**src/rtl/otter_ex_operand_stage.sv**
```systemverilog
// ID/EX operand stage feeding the OTTER ALU: register-operand resolution, srcA/srcB muxing, load-use stall.
// Build option: define OTTER_FWD_EN to enable MEM/WB forwarding; otherwise decode stalls on any in-flight match.
module otter_ex_operand_stage #(
    parameter int XLEN      = 32,
    parameter int LU_BUBBLE = 1
) (
    input  logic            CLK,
    input  logic            RST,
    input  logic            flush,

    input  logic            id_valid,
    output logic            id_ready,
    input  logic [4:0]      id_rs1_addr,
    input  logic [4:0]      id_rs2_addr,
    input  logic [XLEN-1:0] id_rs1_data,
    input  logic [XLEN-1:0] id_rs2_data,
    input  logic [XLEN-1:0] id_immed,
    input  logic [XLEN-1:0] id_pc,
    input  logic [1:0]      id_srcA_sel,
    input  logic [1:0]      id_srcB_sel,
    input  logic [3:0]      id_alu_fun,
    input  logic [4:0]      id_rd_addr,
    input  logic            id_reg_write,
    input  logic            id_mem_read,

    input  logic [4:0]      fwd1_rd,
    input  logic            fwd1_we,
    input  logic [XLEN-1:0] fwd1_data,
    input  logic [4:0]      fwd0_rd,
    input  logic            fwd0_we,
    input  logic [XLEN-1:0] fwd0_data,

    input  logic            ex_ready,
    output logic            ex_valid,
    output logic [XLEN-1:0] ex_srcA,
    output logic [XLEN-1:0] ex_srcB,
    output logic [3:0]      ex_alu_fun,
    output logic [XLEN-1:0] ex_rs2_data,
    output logic [4:0]      ex_rd_addr,
    output logic            ex_reg_write,
    output logic            ex_mem_read
);

    typedef enum logic [1:0] {
        SRCA_RS1  = 2'd0,
        SRCA_IMM  = 2'd1,
        SRCA_PC   = 2'd2,
        SRCA_ZERO = 2'd3
    } srca_sel_e;

    typedef enum logic [1:0] {
        SRCB_RS2  = 2'd0,
        SRCB_IMM  = 2'd1,
        SRCB_FOUR = 2'd2,
        SRCB_ZERO = 2'd3
    } srcb_sel_e;

    typedef struct packed {
        logic [XLEN-1:0] src_a;
        logic [XLEN-1:0] src_b;
        logic [XLEN-1:0] rs2_data;
        logic [3:0]      alu_fun;
        logic [4:0]      rd_addr;
        logic            reg_write;
        logic            mem_read;
    } ex_entry_t;

    ex_entry_t       entry_q, entry_d;
    logic            valid_q;
    logic [1:0]      bubble_q, bubble_d;

    logic            rs1_used, rs2_used;
    logic            lu_hazard, raw_hazard, hazard;
    logic            capture, depart;
    logic [XLEN-1:0] rs1_val, rs2_val;

    // A writer matches a source only when it writes and the source is not x0.
    function automatic logic src_match(input logic we, input logic [4:0] rd, input logic [4:0] rs);
        return we && (rd == rs) && (rs != 5'd0);
    endfunction

    assign rs1_used = (srca_sel_e'(id_srcA_sel) == SRCA_RS1);
    assign rs2_used = (srcb_sel_e'(id_srcB_sel) == SRCB_RS2);

    assign lu_hazard = valid_q && entry_q.mem_read && (entry_q.rd_addr != 5'd0) &&
                       ((rs1_used && (entry_q.rd_addr == id_rs1_addr)) ||
                        (rs2_used && (entry_q.rd_addr == id_rs2_addr)));

`ifdef OTTER_FWD_EN
    assign raw_hazard = 1'b0;

    always_comb begin
        rs1_val = id_rs1_data;
        if (id_rs1_addr == 5'd0)
            rs1_val = '0;
        else if (src_match(fwd1_we, fwd1_rd, id_rs1_addr))
            rs1_val = fwd1_data;
        else if (src_match(fwd0_we, fwd0_rd, id_rs1_addr))
            rs1_val = fwd0_data;
    end

    always_comb begin
        rs2_val = id_rs2_data;
        if (id_rs2_addr == 5'd0)
            rs2_val = '0;
        else if (src_match(fwd1_we, fwd1_rd, id_rs2_addr))
            rs2_val = fwd1_data;
        else if (src_match(fwd0_we, fwd0_rd, id_rs2_addr))
            rs2_val = fwd0_data;
    end
`else
    // Without forwarding the in-flight data is never selected; decode waits for writeback instead.
    logic unused_fwd_data;
    assign unused_fwd_data = ^{fwd1_data, fwd0_data};

    assign raw_hazard =
        (rs1_used && (src_match(valid_q && entry_q.reg_write, entry_q.rd_addr, id_rs1_addr) ||
                      src_match(fwd1_we, fwd1_rd, id_rs1_addr) ||
                      src_match(fwd0_we, fwd0_rd, id_rs1_addr))) ||
        (rs2_used && (src_match(valid_q && entry_q.reg_write, entry_q.rd_addr, id_rs2_addr) ||
                      src_match(fwd1_we, fwd1_rd, id_rs2_addr) ||
                      src_match(fwd0_we, fwd0_rd, id_rs2_addr)));

    assign rs1_val = (id_rs1_addr == 5'd0) ? '0 : id_rs1_data;
    assign rs2_val = (id_rs2_addr == 5'd0) ? '0 : id_rs2_data;
`endif

    assign hazard   = lu_hazard || raw_hazard;
    assign id_ready = (!valid_q || ex_ready) && !hazard && (bubble_q == 2'd0);
    assign capture  = id_valid && id_ready && !flush;
    assign depart   = valid_q && ex_ready;

    // NOTE: every variable written in a combinational block gets a default first, so no latch can form.
    always_comb begin
        entry_d           = '0;
        entry_d.rs2_data  = rs2_val;
        entry_d.alu_fun   = id_alu_fun;
        entry_d.rd_addr   = id_rd_addr;
        entry_d.reg_write = id_reg_write;
        entry_d.mem_read  = id_mem_read;

        unique case (srca_sel_e'(id_srcA_sel))
            SRCA_RS1:  entry_d.src_a = rs1_val;
            SRCA_IMM:  entry_d.src_a = id_immed;
            SRCA_PC:   entry_d.src_a = id_pc;
            SRCA_ZERO: entry_d.src_a = '0;
        endcase

        unique case (srcb_sel_e'(id_srcB_sel))
            SRCB_RS2:  entry_d.src_b = rs2_val;
            SRCB_IMM:  entry_d.src_b = id_immed;
            SRCB_FOUR: entry_d.src_b = XLEN'(4);
            SRCB_ZERO: entry_d.src_b = '0;
        endcase
    end

    // A load leaving while its consumer waits arms the extra bubble; flush cancels any pending bubble.
    always_comb begin
        bubble_d = bubble_q;
        if (flush)
            bubble_d = 2'd0;
        else if (depart && lu_hazard)
            bubble_d = 2'(LU_BUBBLE);
        else if (bubble_q != 2'd0)
            bubble_d = bubble_q - 2'd1;
    end

    // NOTE: state is updated with non-blocking assignments so every register samples pre-edge values.
    always_ff @(posedge CLK) begin
        if (RST) begin
            valid_q  <= 1'b0;
            entry_q  <= '0;
            bubble_q <= 2'd0;
        end else begin
            if (flush)
                valid_q <= 1'b0;
            else if (capture)
                valid_q <= 1'b1;
            else if (ex_ready)
                valid_q <= 1'b0;

            if (capture)
                entry_q <= entry_d;

            bubble_q <= bubble_d;
        end
    end

    assign ex_valid     = valid_q;
    assign ex_srcA      = entry_q.src_a;
    assign ex_srcB      = entry_q.src_b;
    assign ex_alu_fun   = entry_q.alu_fun;
    assign ex_rs2_data  = entry_q.rs2_data;
    assign ex_rd_addr   = entry_q.rd_addr;
    assign ex_reg_write = entry_q.reg_write;
    assign ex_mem_read  = entry_q.mem_read;

endmodule

```
**config.mk**
```make
export PLATFORM = sky130hd
export DESIGN_NAME = otter_ex_operand_stage
export DESIGN_NICKNAME = d
export VERILOG_FILES = /design/src/rtl/otter_ex_operand_stage.sv
export SDC_FILE = /design/constraint.sdc
export NUM_CORES = 1
export LEC_CHECK = 0
export ABC_AREA = 1
export CAP_MARGIN = 20
export CORE_UTILIZATION = 30
export CTS_BUF_LIST = sky130_fd_sc_hd__clkbuf_8 sky130_fd_sc_hd__clkbuf_16
export DETAILED_ROUTE_END_ITERATION = 8
export PLACE_DENSITY = 0.7
export SYNTH_ARGS = -nofsm -noshare
export SYNTH_HDL_FRONTEND = slang
export SYNTH_SLANG_ARGS = --single-unit
```
**constraint.sdc**
```tcl
create_clock -name CLK -period 2.4 [get_ports CLK]
set_clock_uncertainty 0.2 [all_clocks]
set_input_delay 0.48 -clock CLK [delete_from_list [all_inputs] [get_ports CLK]]
set_output_delay 0.48 -clock CLK [all_outputs]
set_load 0.02 [all_outputs]
```
* Word-level counts from Yosys, hierarchy flattened
Index checks and enable logic that the tools add are counted.
** Storage, ports and cells
- Bits in registers :: 110
- Logic and storage cells :: 81
- Output and inout port bits :: 109
** Operators by class
- Multiplexer cells :: 8
- $add $sub $neg :: 1
- Reductions and logical operators :: 50
- Equality and inequality tests :: 12
** Operators with widths (count)
- one-hot mux 32 bit (4 select lines) :: 2
- two-way mux 32 bit :: 2
- == test 5 bit :: 6
- logical AND 1 bit :: 26
- nonzero test 5 bit :: 3
- logical NOT 5 bit :: 2
- == test 2 bit, second input constant :: 4
- logical OR 1 bit :: 8
- logical NOT 2 bit :: 3
- nonzero test 2 bit :: 3
- == test 2 x 1 -> 1 bit, second input constant :: 2
- two-way mux 1 bit :: 4
- logical NOT 1 bit :: 3
- OR reduction 3 bit :: 1
- OR reduction 2 bit :: 1
- subtractor 2 x 1 -> 2 bit, second input constant :: 1

* Logic depth before layout (Yosys ltp)
Gate-level depths: netlist (run 1).
- Depth in word-level cells :: 14
- Mapped depth :: 16
- Mapped depth without buffers :: 14

* Worst setup path before layout (run 1)
Ideal clock, no wire load.
- Kind :: input to output
- From :: input port id_rs2_addr[3]
- To :: output port id_ready
- Data required time :: 1.720 ns
- Path slack :: 0.215 ns
- Stages :: 9
- Buffers on the path :: 2
- Data arrival time :: 1.505 ns
- Cell sequence :: nor3_1 -> nand3_1 -> nand2_1 -> inv_1 -> nand2_1 -> nand2_1 -> nor2_4 -> buf_6 -> buf_6
** Between the ends
- Longest elaborated chain between the ends :: 11
- Elaborated cells on any way between the ends :: 21
** Ends and longest elaborated chain
- start: declaration :: RTL line 14 : input logic [4:0] id_rs2_addr,
- == test 5 bit (on tied branches) :: RTL line 79, 87
- logical AND 1 bit (2 in series) :: RTL line 79 : return we && (rd == rs) && (rs != 5'd0);
- logical OR 1 bit :: RTL line 120 : (rs2_used && (src_match(valid_q && entry_q.reg_write, entry_q.rd_addr, id_rs2_addr) ||
- logical OR 1 bit :: RTL line 121 : src_match(fwd1_we, fwd1_rd, id_rs2_addr) ||
- logical AND 1 bit :: RTL line 120
- logical OR 1 bit :: RTL line 119 : src_match(fwd0_we, fwd0_rd, id_rs1_addr))) ||
- logical OR 1 bit (*) :: RTL line 128 : assign hazard = lu_hazard || raw_hazard;
- logical NOT 1 bit (*) :: RTL line 129 : assign id_ready = (!valid_q || ex_ready) && !hazard && (bubble_q == 2'd0);
- logical AND 1 bit (*) (2 in series) :: RTL line 129
- end: declaration :: RTL line 12 : output logic id_ready,
Mark *: on every way between the ends. The rest lies on a longest branch, timed or not.

* Worst setup path after layout (run 1)
- From :: input port id_rs1_addr[0]
- To :: output port id_ready
** Between the ends
- Longest elaborated chain between the ends :: 11
- Elaborated cells on any way between the ends :: 21
** Ends and longest elaborated chain
- start: declaration :: RTL line 13 : input logic [4:0] id_rs1_addr,
- == test 5 bit (on tied branches) :: RTL line 79, 86
- logical AND 1 bit (2 in series) :: RTL line 79
- logical OR 1 bit :: RTL line 117 : (rs1_used && (src_match(valid_q && entry_q.reg_write, entry_q.rd_addr, id_rs1_addr) ||
- logical OR 1 bit :: RTL line 118 : src_match(fwd1_we, fwd1_rd, id_rs1_addr) ||
- logical AND 1 bit :: RTL line 117
- logical OR 1 bit :: RTL line 119
- logical OR 1 bit (*) :: RTL line 128
- logical NOT 1 bit (*) :: RTL line 129
- logical AND 1 bit (*) (2 in series) :: RTL line 129
Marked as above.

==> results_dict.tcl, run 1 <==
set metrics [dict create \
    status "finished clean" \
    core_region_area_um2 21200 \
    vias_in_the_first_global_route 7152 \
    number_of_buffers_added_by_the_clock_tree_synthesis_step 9 \
    cts.hold.buffers_added 0 \
    worstSetupPathDepth 11 \
    filler_cell_count 2204 \
    synthesis.nets 1320 \
    critical_path.top_delay_family "simple AND/OR/NAND/NOR gates" \
    worst_ep_arrival_time_ps 1640 \
    drv_slew 0 \
    ys_seq_area_frac 0.336 \
    achievable-frequency_mhz 430 \
    initial_utilization 0.309 \
    drtIter0Drc 454 \
    num_rows 53 \
    wl_met2_um 12600 \
    reg2regPathDepth 14 \
    power_switching_share 0.321 \
    hold_viol_final 0 \
    floorplan.die.height_um 150 \
    power.sequential.fraction 0.388 \
    globalRouteTotalUtil 0.238 \
    detail_route.vias_per_cell 4.83 \
    ioPinCount 343 \
    syn_area_um2 6560 \
    max_stage_delay_ps 300 \
    overflow 0 \
    globalplace.congestion 0.897 \
    main_area_contributors_after_synthesis "dfxtp_1 (34%), nand2_1 (15%), nand3_1 (11%)" \
    postSynthAreaPerCell_um2 6.04 \
    final.period_utilization 0.968 \
    worst_pin_slew_ps 436 \
    clk_pin_slew_ps 70 \
    vias 7921 \
    cts-htree-levels 3 \
    critical_path.slowest_cell "clkdlybuf4s15_1" \
    ys_top_cells_by_count "nand2_1 (264), inv_1 (156), nand3_1 (143), nor2_1 (143), dfxtp_1 (110)" \
    cts.sinks 110 \
    finalCriticalPeriod_ps 2320 \
    final_core_util 0.485 \
    grt_max_degree 91 \
    met1_length_um 12300 \
    comb_power_share 0.317 \
    clk-insertion-delay-late_ps 360 \
    yosysMostFrequentCell "nand2_1" \
    critical_path.endpoint_type "output pin" \
    grt_antenna_before_repair 0 \
    drc_violation_count_after_routing 0 \
    clock_power_share 0.295 \
    synthDistinctLibCells 23 \
    cp-start-kind "input port" \
    crit_chain "clkdlybuf4s15_1, inv_2, nand2_1, nand2_1, nor2_1, nand3_1, nor2_2, o21ai_2, nand2_2, nor2_4, buf_6" \
    cts_max_path_buffers 2 \
    power.internal_mw 3.59 \
    final-setup-viol-count 0 \
    switchingPower_mw 1.70 \
    synth_top_area_share 0.336 \
    drt_first_pass_iters 5 \
    critPathRequiredTime_ps 1720 \
    placedCellCount 1625 \
    ir_drop_uv 286 \
    finish.cell_count_without_fillers 1641 \
    max_cap_viol_count 0 \
    dpl.hpwl_um 20600 \
    powerDensity_nw_per_um2 514 \
    wl_per_cell_um 16.9 \
    synth_cells 1085 \
    yosys.area.top_type "dfxtp_1" \
    synth-main-ff-cell "dfxtp_1" \
    port-buffer-count 278 \
    timing.critical_path.mode_cell "nand2_1" \
    total_power_mw 5.29 \
    wl_um 27800 \
    cts_tree "built" \
    number_of_instances_on_the_worst_hold_path 2 \
    clock_tree_root_driver_cell "clkbuf_16" \
    async_flop_share 0 \
    synth.ff_latch_count 110 \
    area_growth_pct 56.9 \
    criticalPathCategory "input port to output pin" \
    post_route_cells_drive_above_1_share 0.0952 \
    p_leak_nw 4.75 \
    diodes 0 \
    final_layout_net_count 1597 \
    drt.antenna.violating_nets 0 \
    number_of_setup_buffers_added_after_cts 0 \
    routed.top_layer "met4" \
    holdCritPathClass "flop to flop" \
    timing.max_slew.rel_slack 0.709 \
    worst_slack_ps 77.0 \
    met3WireLength_um 2300 \
    yosysWarnings 0 \
    detailedPlace.worstSlack_ps -980 \
    worst-path-max-fanout 5 \
    synth-edff-count 0 \
    die_area_um2 22400 \
    grt_first_pass_wirelength_um 40400 \
    crit_buf_inv 3 \
    die_w_um 150 \
]
## flip-flops by register name, summed over array words and instances (netlist names)
name,count
ex_rs2_data,32
ex_srcA,32
ex_srcB,32
ex_rd_addr,5
ex_alu_fun,4
bubble_q,2
ex_mem_read,1
ex_reg_write,1
ex_valid,1
## cell type report
cell class              instances  area, um2  area share
flip-flops and latches        110       2210       0.215
well taps                     275        344      0.0335
multi-input cells             736       3400       0.330
repair buffers                345       3430       0.334
clock inverters                 6       70.1     0.00681
inverters                     160        603      0.0586
clock buffers                   9        225      0.0219
## through the flow
step / setup TNS (ps) / hold slack (ps) / area, um2
floorplan: 0 / 332 / 6560
global placement: -75700 / 260 / 9900
detailed placement: -72700 / 266 / 9900
CTS: 0 / 286 / 10200
global route: -50.3 / 307 / 10300
finish: 0 / 284 / 10300
## cells by family (layout without fill, tap and decap cells)
family	count (synthesis)	count (layout)	synth area share
AOI/OAI and AO/OA	173	173	0.150
xor gates and xnor gates	4	4	0.00535
adders and majority gates	1	1	0.00191
buffers and inverters	239	520	0.156
DFF	110	110	0.336
and+or+nand+nor	558	558	0.350
## power groups by stage
stage | sequential (mW) | combinational, mW | clock, mW
floorplan | 2.25 | 0.639 | 0
global placement | 2.09 | 1.66 | 0
detailed placement | 2.09 | 1.66 | 0
CTS | 2.05 | 1.67 | 1.60
global route | 2.07 | 1.82 | 1.69
finish | 2.05 | 1.68 | 1.56
## repair_timing
action                                  in CTS  in global routing
pin swaps                                    8                  5
gates resized for setup                     57                 42
gates cloned                                 0                  1
endpoints found under the setup margin      97                 94
## metal layers
layer  vias up  track usage
li1       4001            -
met1      3622        0.309
met2       267        0.384
met3        31       0.0591
met4         0       0.0747
met5         -            0
## tightest hold or removal path: stages (launching register included)
cell,delay [ps]
dfxtp_1,330
a21oi_1,40
nor2_1,80
## worst paths after layout
path / start / to / slack [ps]
worst max-delay path: id_rs1_addr[0] / id_ready / 80
worst min-delay path: ex_srcB[29]$_SDFFE_PP0P_ / ex_srcB[29]$_SDFFE_PP0P_ / 280
worst min register to register: ex_srcB[29]$_SDFFE_PP0P_ / ex_srcB[29]$_SDFFE_PP0P_ / 280
worst max register to register: ex_rd_addr[3]$_SDFFE_PP0P_ / ex_srcB[1]$_SDFFE_PP0P_ / 170
## layout by cell type (no fill, tap or decap), types with 6 or more instances in the layout
| cell | Yosys | routed |
|---|---|---|
| dlygate4sd2_1 | 0 | 9 |
| inv_1 | 156 | 146 |
| nand3_1 | 143 | 142 |
| dfxtp_1 | 110 | 106 |
| o211ai_1 | 32 | 32 |
| clkdlybuf4s50_1 | 0 | 251 |
| clkbuf_16 | 0 | 10 |
| inv_2 | 4 | 13 |
| buf_4 | 9 | 53 |
| clkbuf_2 | 0 | 8 |
| nor2_1 | 143 | 134 |
| nand2_1 | 264 | 261 |
| nor2_2 | 0 | 6 |
| a21oi_1 | 104 | 104 |
| buf_12 | 0 | 11 |
| o22ai_1 | 32 | 32 |
(Power assumes the default switching activity.)
==> run 2: changes to the inputs <==
--- a/config.mk
+++ b/config.mk
@@ -10,7 +10,6 @@
 export CORE_UTILIZATION = 30
 export CTS_BUF_LIST = sky130_fd_sc_hd__clkbuf_8 sky130_fd_sc_hd__clkbuf_16
 export DETAILED_ROUTE_END_ITERATION = 8
-export PLACE_DENSITY = 0.7
 export SYNTH_ARGS = -nofsm -noshare
 export SYNTH_HDL_FRONTEND = slang
 export SYNTH_SLANG_ARGS = --single-unit
==> results_dict.tcl, run 2 (synthesis results as in run 1) <==
set metrics [dict create \
    globalRouteTotalUtil 0.234 \
    clock_tree_root_driver_cell "clkbuf_16" \
    die_area_um2 22400 \
    crit_end "id_ready" \
    num_rows 53 \
    clk_pin_slew_ps 80 \
    cp-start-kind "input port" \
    status "finished clean" \
    ir_drop_uv 319 \
    reg2regPathDepth 14 \
    area_growth_pct 58.8 \
    p_leak_nw 4.77 \
    hold_viol_final 0 \
    drtIter0Drc 561 \
    core_region_area_um2 21200 \
    crit_buf_inv 3 \
    startpoint "fwd1_rd[0]" \
    worstSetupPathDepth 11 \
    final.period_utilization 0.967 \
    criticalPathCategory "input port to output pin" \
    final_cell_mix "nand2_1 (252), clkdlybuf4s50_1 (251), nand3_1 (142), inv_1 (140), nor2_1 (134)" \
    cts-htree-levels 3 \
    grt_max_degree 62 \
    drt.antenna.violating_nets 0 \
    rr_endpoint "ex_srcA[4]$_SDFFE_PP0P_" \
    post_route_cells_drive_above_1_share 0.112 \
    critical_path.top_delay_family "buffers and inverters" \
    holdCritPathClass "flop to flop" \
    max_stage_delay_ps 240 \
    drt_first_pass_iters 6 \
    filler_cell_count 2279 \
    number_of_buffers_added_by_the_clock_tree_synthesis_step 9 \
    critPathRequiredTime_ps 1720 \
    final_layout_net_count 1604 \
    wl_per_cell_um 16.4 \
    powerDensity_nw_per_um2 507 \
    dpl_cell_area_um2 10000 \
    critical_path.endpoint_type "output pin" \
    achievable-frequency_mhz 431 \
    finalCriticalPeriod_ps 2320 \
    dpl.hpwl_um 20400 \
    grt_first_pass_wirelength_um 39600 \
    max_cap_viol_count 0 \
    reg2reg_from "ex_rd_addr[1]$_SDFFE_PP0P_" \
    die_w_um 150 \
    cts.hold.buffers_added 0 \
    worst_pin_slew_ps 458 \
    diodes 0 \
    vias_in_the_first_global_route 6791 \
    wl_um 27100 \
    globalplace.congestion 0.856 \
    layout.cells.most_common "nand2_1" \
    vias 7823 \
    critical_path.slowest_cell "dlygate4sd2_1" \
    port-buffer-count 278 \
    final-setup-viol-count 0 \
    cts.sinks 110 \
    setup.reg_to_reg.worst_slack_ps 240 \
    summed_area_of_non_filler_cells_in_the_final_layout_um2 10400 \
    floorplan.die.height_um 150 \
    hold-worst-slack_ps 282 \
    worst-path-max-fanout 4 \
    overflow 0 \
    clk-insertion-delay-late_ps 360 \
    cts_tree "built" \
    initial_utilization 0.309 \
    drc_violation_count_after_routing 0 \
    timing.hold.worst.start "ex_srcB[16]$_SDFFE_PP0P_" \
    grt_antenna_before_repair 1 \
    cts_max_path_buffers 2 \
    drv_slew 0 \
    worst_ep_arrival_time_ps 1640 \
    timing.max_slew.rel_slack 0.695 \
    detail_route.vias_per_cell 4.74 \
    ioPinCount 343 \
    crit_chain "dlygate4sd2_1, inv_2, nand2_1, nand2_1, nor2_1, nand3_1, nand2_2, o21ai_2, nand2_2, nor2_4, buf_6" \
]
==> run 2: changes by cell type in the layout (fill, tap and decap cells not counted), sizes merged <==
cell / previous run / this run
clkbuf: 18 / 15
buf: 67 / 80
bufinv: 1 / 0
clkdlybuf4s18: 1 / 0
clkinvlp: 2 / 1
dlymetal6s2s: 4 / 1
clkdlybuf4s15: 4 / 9
dlygate4sd2: 9 / 6
clkinv: 1 / 3
==> run 2: repair_timing <==
item	4_1_cts	5_1_grt
pin swaps	13	14
endpoints found under the setup margin	32	1
gates resized for setup	76	40
setup buffers	1	1
==> run 2: per-layer routing <==
metal	global-route usage	part of all wire	vias to the layer above
li1	-	-	4016
met2	0.364	0.44	271
met5	0	0.00030	-
met4	0.0545	0.016	2
met1	0.325	0.46	3508
met3	0.0509	0.077	26
==> run 2: per-stage QoR <==
stage / power [mW] / instances / setup slack, ps / setup TNS, ps / utilization
2_1_floorplan: 2.89 / 1085 / 215 / 0 / -
3_3_place_gp: 3.77 / 1631 / -393 / -38420 / 0.473
3_5_place_dp: 3.77 / 1631 / -413 / -38450 / 0.473
4_1_cts: 5.34 / 1648 / -5.04 / -5.04 / 0.489
5_1_grt: 5.56 / 1649 / -3.85 / -3.85 / 0.490
6_report: 5.28 / 1649 / 79.7 / 0 / 0.490
==> run 2: how the worst min path moves through the flow <==
stage	slack, ps	cells after the start	to
3_3_place_gp	260	2	ex_srcB[16]$_SDFFE_PP0P_
4_1_cts	290	2	ex_srcB[18]$_SDFFE_PP0P_
3_5_place_dp	270	2	ex_srcB[16]$_SDFFE_PP0P_
6_report	280	2	ex_srcB[16]$_SDFFE_PP0P_
5_1_grt	310	2	ex_srcA[22]$_SDFFE_PP0P_
2_1_floorplan	330	2	bubble_q[0]$_SDFFE_PP0P_
==> run 2: final cells by class <==
| type | instances | area, um2 | area share |
|---|---|---|---|
| repair buffers | 352 | 3540 | 0.340 |
| multi-input cells | 736 | 3400 | 0.327 |
| flip-flops and latches | 110 | 2220 | 0.213 |
| inverters | 160 | 604 | 0.0581 |
| well taps | 275 | 344 | 0.0331 |
| clock buffers | 10 | 239 | 0.0230 |
| clock inverters | 6 | 61.3 | 0.00589 |
==> run 2: where the power goes <==
group,switching [mW],total (mW),internal (mW)
clock network,0.783,1.54,0.761
registers,0.0840,2.05,1.97
logic,0.861,1.69,0.825
total,1.73,5.28,3.55
==> run 2: worst min-delay path: stages, from the launching register on <==
cell and delay, ps:
dfxtp_1 330, a21oi_1 40, nor2_1 80
==> run 3: changes to the inputs <==
--- a/config.mk
+++ b/config.mk
@@ -5,7 +5,6 @@
 export SDC_FILE = /design/constraint.sdc
 export NUM_CORES = 1
 export LEC_CHECK = 0
-export ABC_AREA = 1
 export CAP_MARGIN = 20
 export CORE_UTILIZATION = 30
 export CTS_BUF_LIST = sky130_fd_sc_hd__clkbuf_8 sky130_fd_sc_hd__clkbuf_16
==> results_dict.tcl, run 3 <==
set metrics [dict create \
    synth-main-ff-cell "dfxtp_1" \
    powerDensity_nw_per_um2 479 \
    holdCritPathClass "flop to flop" \
    cp-start-kind "flop" \
    power.sequential.fraction 0.396 \
    final-setup-viol-count 109 \
    initial_utilization 0.307 \
    grt_setup_unrepaired "yes" \
    worst_ep_arrival_time_ps 2890 \
    grt_first_pass_wirelength_um 35200 \
    area_growth_pct 65.3 \
    wl_um 22900 \
    placedCellCount 1272 \
    final_core_util 0.507 \
    yosysWarnings 0 \
    finish.cell_count_without_fillers 1302 \
    filler_cell_count 1987 \
    rr_endpoint "ex_rs2_data[29]$_SDFFE_PP0P_" \
    drc_violation_count_after_routing 0 \
    synth.ff_latch_count 110 \
    yosys.area.top_type "dfxtp_1" \
    crit_chain "or4_4, o211ai_1, a21oi_2, buf_4, or4b_4, buf_12, clkbuf_16, mux2_1" \
    dpl.hpwl_um 16300 \
    failed_checks "negative setup slack" \
    drtIter0Drc 312 \
    max_stage_delay_ps 540 \
    dpl_cell_area_um2 9560 \
    postSynthAreaPerCell_um2 8.54 \
    post_route_cells_drive_above_1_share 0.158 \
    worst-path-max-fanout 9 \
    synth_top_area_share 0.354 \
    power.internal_mw 3.51 \
    timing.hold.worst.start "ex_srcB[15]$_SDFFE_PP0P_" \
    final_layout_net_count 1261 \
    finalCriticalPeriod_ps 2840 \
    cts_max_path_buffers 2 \
    cts_tree "built" \
    clock_power_share 0.329 \
    achievable-frequency_mhz 352 \
    die_w_um 146 \
    drv_slew 0 \
    ioPinCount 343 \
    ys_top_cells_by_count "dfxtp_1 (110), nand2_1 (100), nor2_1 (71)" \
    status "complete, but fails checks" \
    grt_antenna_before_repair 1 \
    final.period_utilization 1.18 \
    summed_area_of_non_filler_cells_in_the_final_layout_um2 10300 \
    floorplan.die.height_um 146 \
    yosysMostFrequentCell "dfxtp_1" \
    synthDistinctLibCells 36 \
    reg2regPathDepth 8 \
    critPathRequiredTime_ps 2450 \
    finalSetupTns_ps -41460 \
    cts.hold.buffers_added 0 \
    synth_cells 729 \
    drt_first_pass_iters 4 \
    vias_in_the_first_global_route 6059 \
    globalplace.congestion 0.941 \
    number_of_buffers_added_by_the_clock_tree_synthesis_step 9 \
    vias 6033 \
    worst_pin_slew_ps 613 \
    cts.sinks 110 \
    worstHoldEndpoint "ex_srcB[15]$_SDFFE_PP0P_" \
    clk_pin_slew_ps 80 \
    critical_path.slowest_cell "or4_4" \
    ir_drop_uv 417 \
    drt.antenna.violating_nets 0 \
    max_cap_viol_count 0 \
    synthesis.nets 964 \
    cts-htree-levels 3 \
    globalRouteTotalUtil 0.215 \
    worst_slack_ps -441 \
    power_switching_share 0.288 \
    critical_path.endpoint_type "flop" \
    main_area_contributors_after_synthesis "dfxtp_1 (35%), mux2_2 (7.6%), mux2i_1 (6.9%)" \
    wl_per_cell_um 17.6 \
    timing.max_slew.rel_slack 0.591 \
    grt_max_degree 81 \
    p_leak_nw 4.45 \
    synth-edff-count 0 \
    clk-insertion-delay-late_ps 360 \
    core_region_area_um2 20300 \
    criticalPathCategory "flop to flop" \
    syn_area_um2 6230 \
    ys_seq_area_frac 0.354 \
    num_rows 52 \
    hold_viol_final 0 \
    layout.cells.most_common "clkdlybuf4s50_1" \
    async_flop_share 0 \
    number_of_instances_on_the_worst_hold_path 2 \
    reg2reg_from "ex_rd_addr[0]$_SDFFE_PP0P_" \
    port-buffer-count 278 \
    setup.reg_to_reg.worst_slack_ps -440 \
    comb_power_share 0.275 \
    clock_tree_root_driver_cell "clkbuf_16" \
    die_area_um2 21300 \
    detail_route.vias_per_cell 4.63 \
    final_cell_mix "clkdlybuf4s50_1 (257), dfxtp_1 (106), nand2_1 (100), nor2_1 (70), nor2b_1 (64)" \
    overflow 0 \
    switchingPower_mw 1.42 \
]
[run 3: cell types whose count changed after synthesis, moves of 32 or more]
| cell | before | now |
|---|---|---|
| nand2_1 | 264 | 100 |
| inv_1 | 156 | 2 |
| nand3_1 | 143 | 4 |
| a21oi_1 | 104 | 2 |
| nor2_1 | 143 | 71 |
| nor2b_1 | 0 | 65 |
| nand2b_1 | 0 | 57 |
| mux2i_1 | 0 | 43 |
| mux2_2 | 0 | 42 |
| a22oi_1 | 0 | 32 |
| a2bb2oi_1 | 0 | 32 |
[run 3: cells by family (layout without fill, tap and decap cells)]
| kind of cell | after synthesis | in the layout | share of synthesized area |
|---|---|---|---|
| flip-flops | 110 | 110 | 0.354 |
| other | 0 | 1 | 0 |
| buffers and inverters | 62 | 364 | 0.0498 |
| multiplexers | 107 | 107 | 0.185 |
| XOR/XNOR | 31 | 31 | 0.0436 |
| AO/OA/AOI/OAI | 105 | 105 | 0.120 |
| adder cells (fa/ha/maj) | 1 | 1 | 0.00201 |
| AND/OR/NAND/NOR | 313 | 313 | 0.246 |
[run 3: worst max-delay path by stage]
stage                                              end                        from  slack, ps
final                     ex_rs2_data[29]$_SDFFE_PP0P_  ex_rd_addr[0]$_SDFFE_PP0P_       -440
after detailed placement                      id_ready              id_rs2_addr[2]       -930
after CTS                 ex_rs2_data[28]$_SDFFE_PP0P_  ex_rd_addr[0]$_SDFFE_PP0P_       -460
after floorplan           ex_rs2_data[18]$_SDFFE_PP0P_  ex_rd_addr[0]$_SDFFE_PP0P_       -130
after global routing      ex_rs2_data[24]$_SDFFE_PP0P_  ex_rd_addr[0]$_SDFFE_PP0P_       -480
after global placement                        id_ready              id_rs2_addr[2]       -910
[run 3: cell type report]
type | count | area, um2 | area share
well taps | 270 | 338 | 0.0328
repair buffers | 346 | 3590 | 0.349
clock buffers | 9 | 225 | 0.0219
inverters | 2 | 7.51 | 0.000729
flip-flops and latches | 110 | 2210 | 0.215
multi-input cells | 557 | 3840 | 0.373
clock inverters | 7 | 81.3 | 0.00790
diodes | 1 | 2.50 | 0.000243
[run 3: critical path, delay by kind of cell, from the launching register on]
kind | cells | cell delay [ps]
and+or+nand+nor | 2 | 1030
DFF | 1 | 340
AOI/OAI and AO/OA | 2 | 310
buffers and inverters | 3 | 510
muxes | 1 | 300
[run 3: repair_timing]
item                       in CTS  in global routing
buffers inserted                6                  0
resized for setup              29                 30
setup endpoints to repair     109                109
cloned                          5                  2
pin swaps                       4                  4
[run 3: routing by layer]
metal	share of wire	wire length, um	up-vias	GRT usage
met5	0	0	-	0
met4	0.015	333	0	0.0604
met3	0.061	1400	21	0.0500
met2	0.45	10200	184	0.340
met1	0.48	10900	2767	0.290
li1	-	-	3061	-
[run 3: power by group through the flow]
stage / clock network, mW / registers (mW) / logic [mW]
final: 1.62 / 1.95 / 1.36
after global routing: 1.73 / 1.96 / 1.45
after global placement: 0 / 1.99 / 1.26
after detailed placement: 0 / 1.99 / 1.26
after floorplan: 0 / 2.10 / 0.491
after CTS: 1.65 / 1.95 / 1.34
[run 3: through the flow]
| stage | hold WS (ps) | power (mW) | worst slack (ps) |
|---|---|---|---|
| 6_report | 275 | 4.92 | -441 |
| 5_1_grt | 300 | 5.15 | -479 |
| 4_1_cts | 280 | 4.94 | -461 |
| 3_5_place_dp | 267 | 3.26 | -926 |
| 3_3_place_gp | 262 | 3.25 | -910 |
| 2_1_floorplan | 326 | 2.59 | -131 |
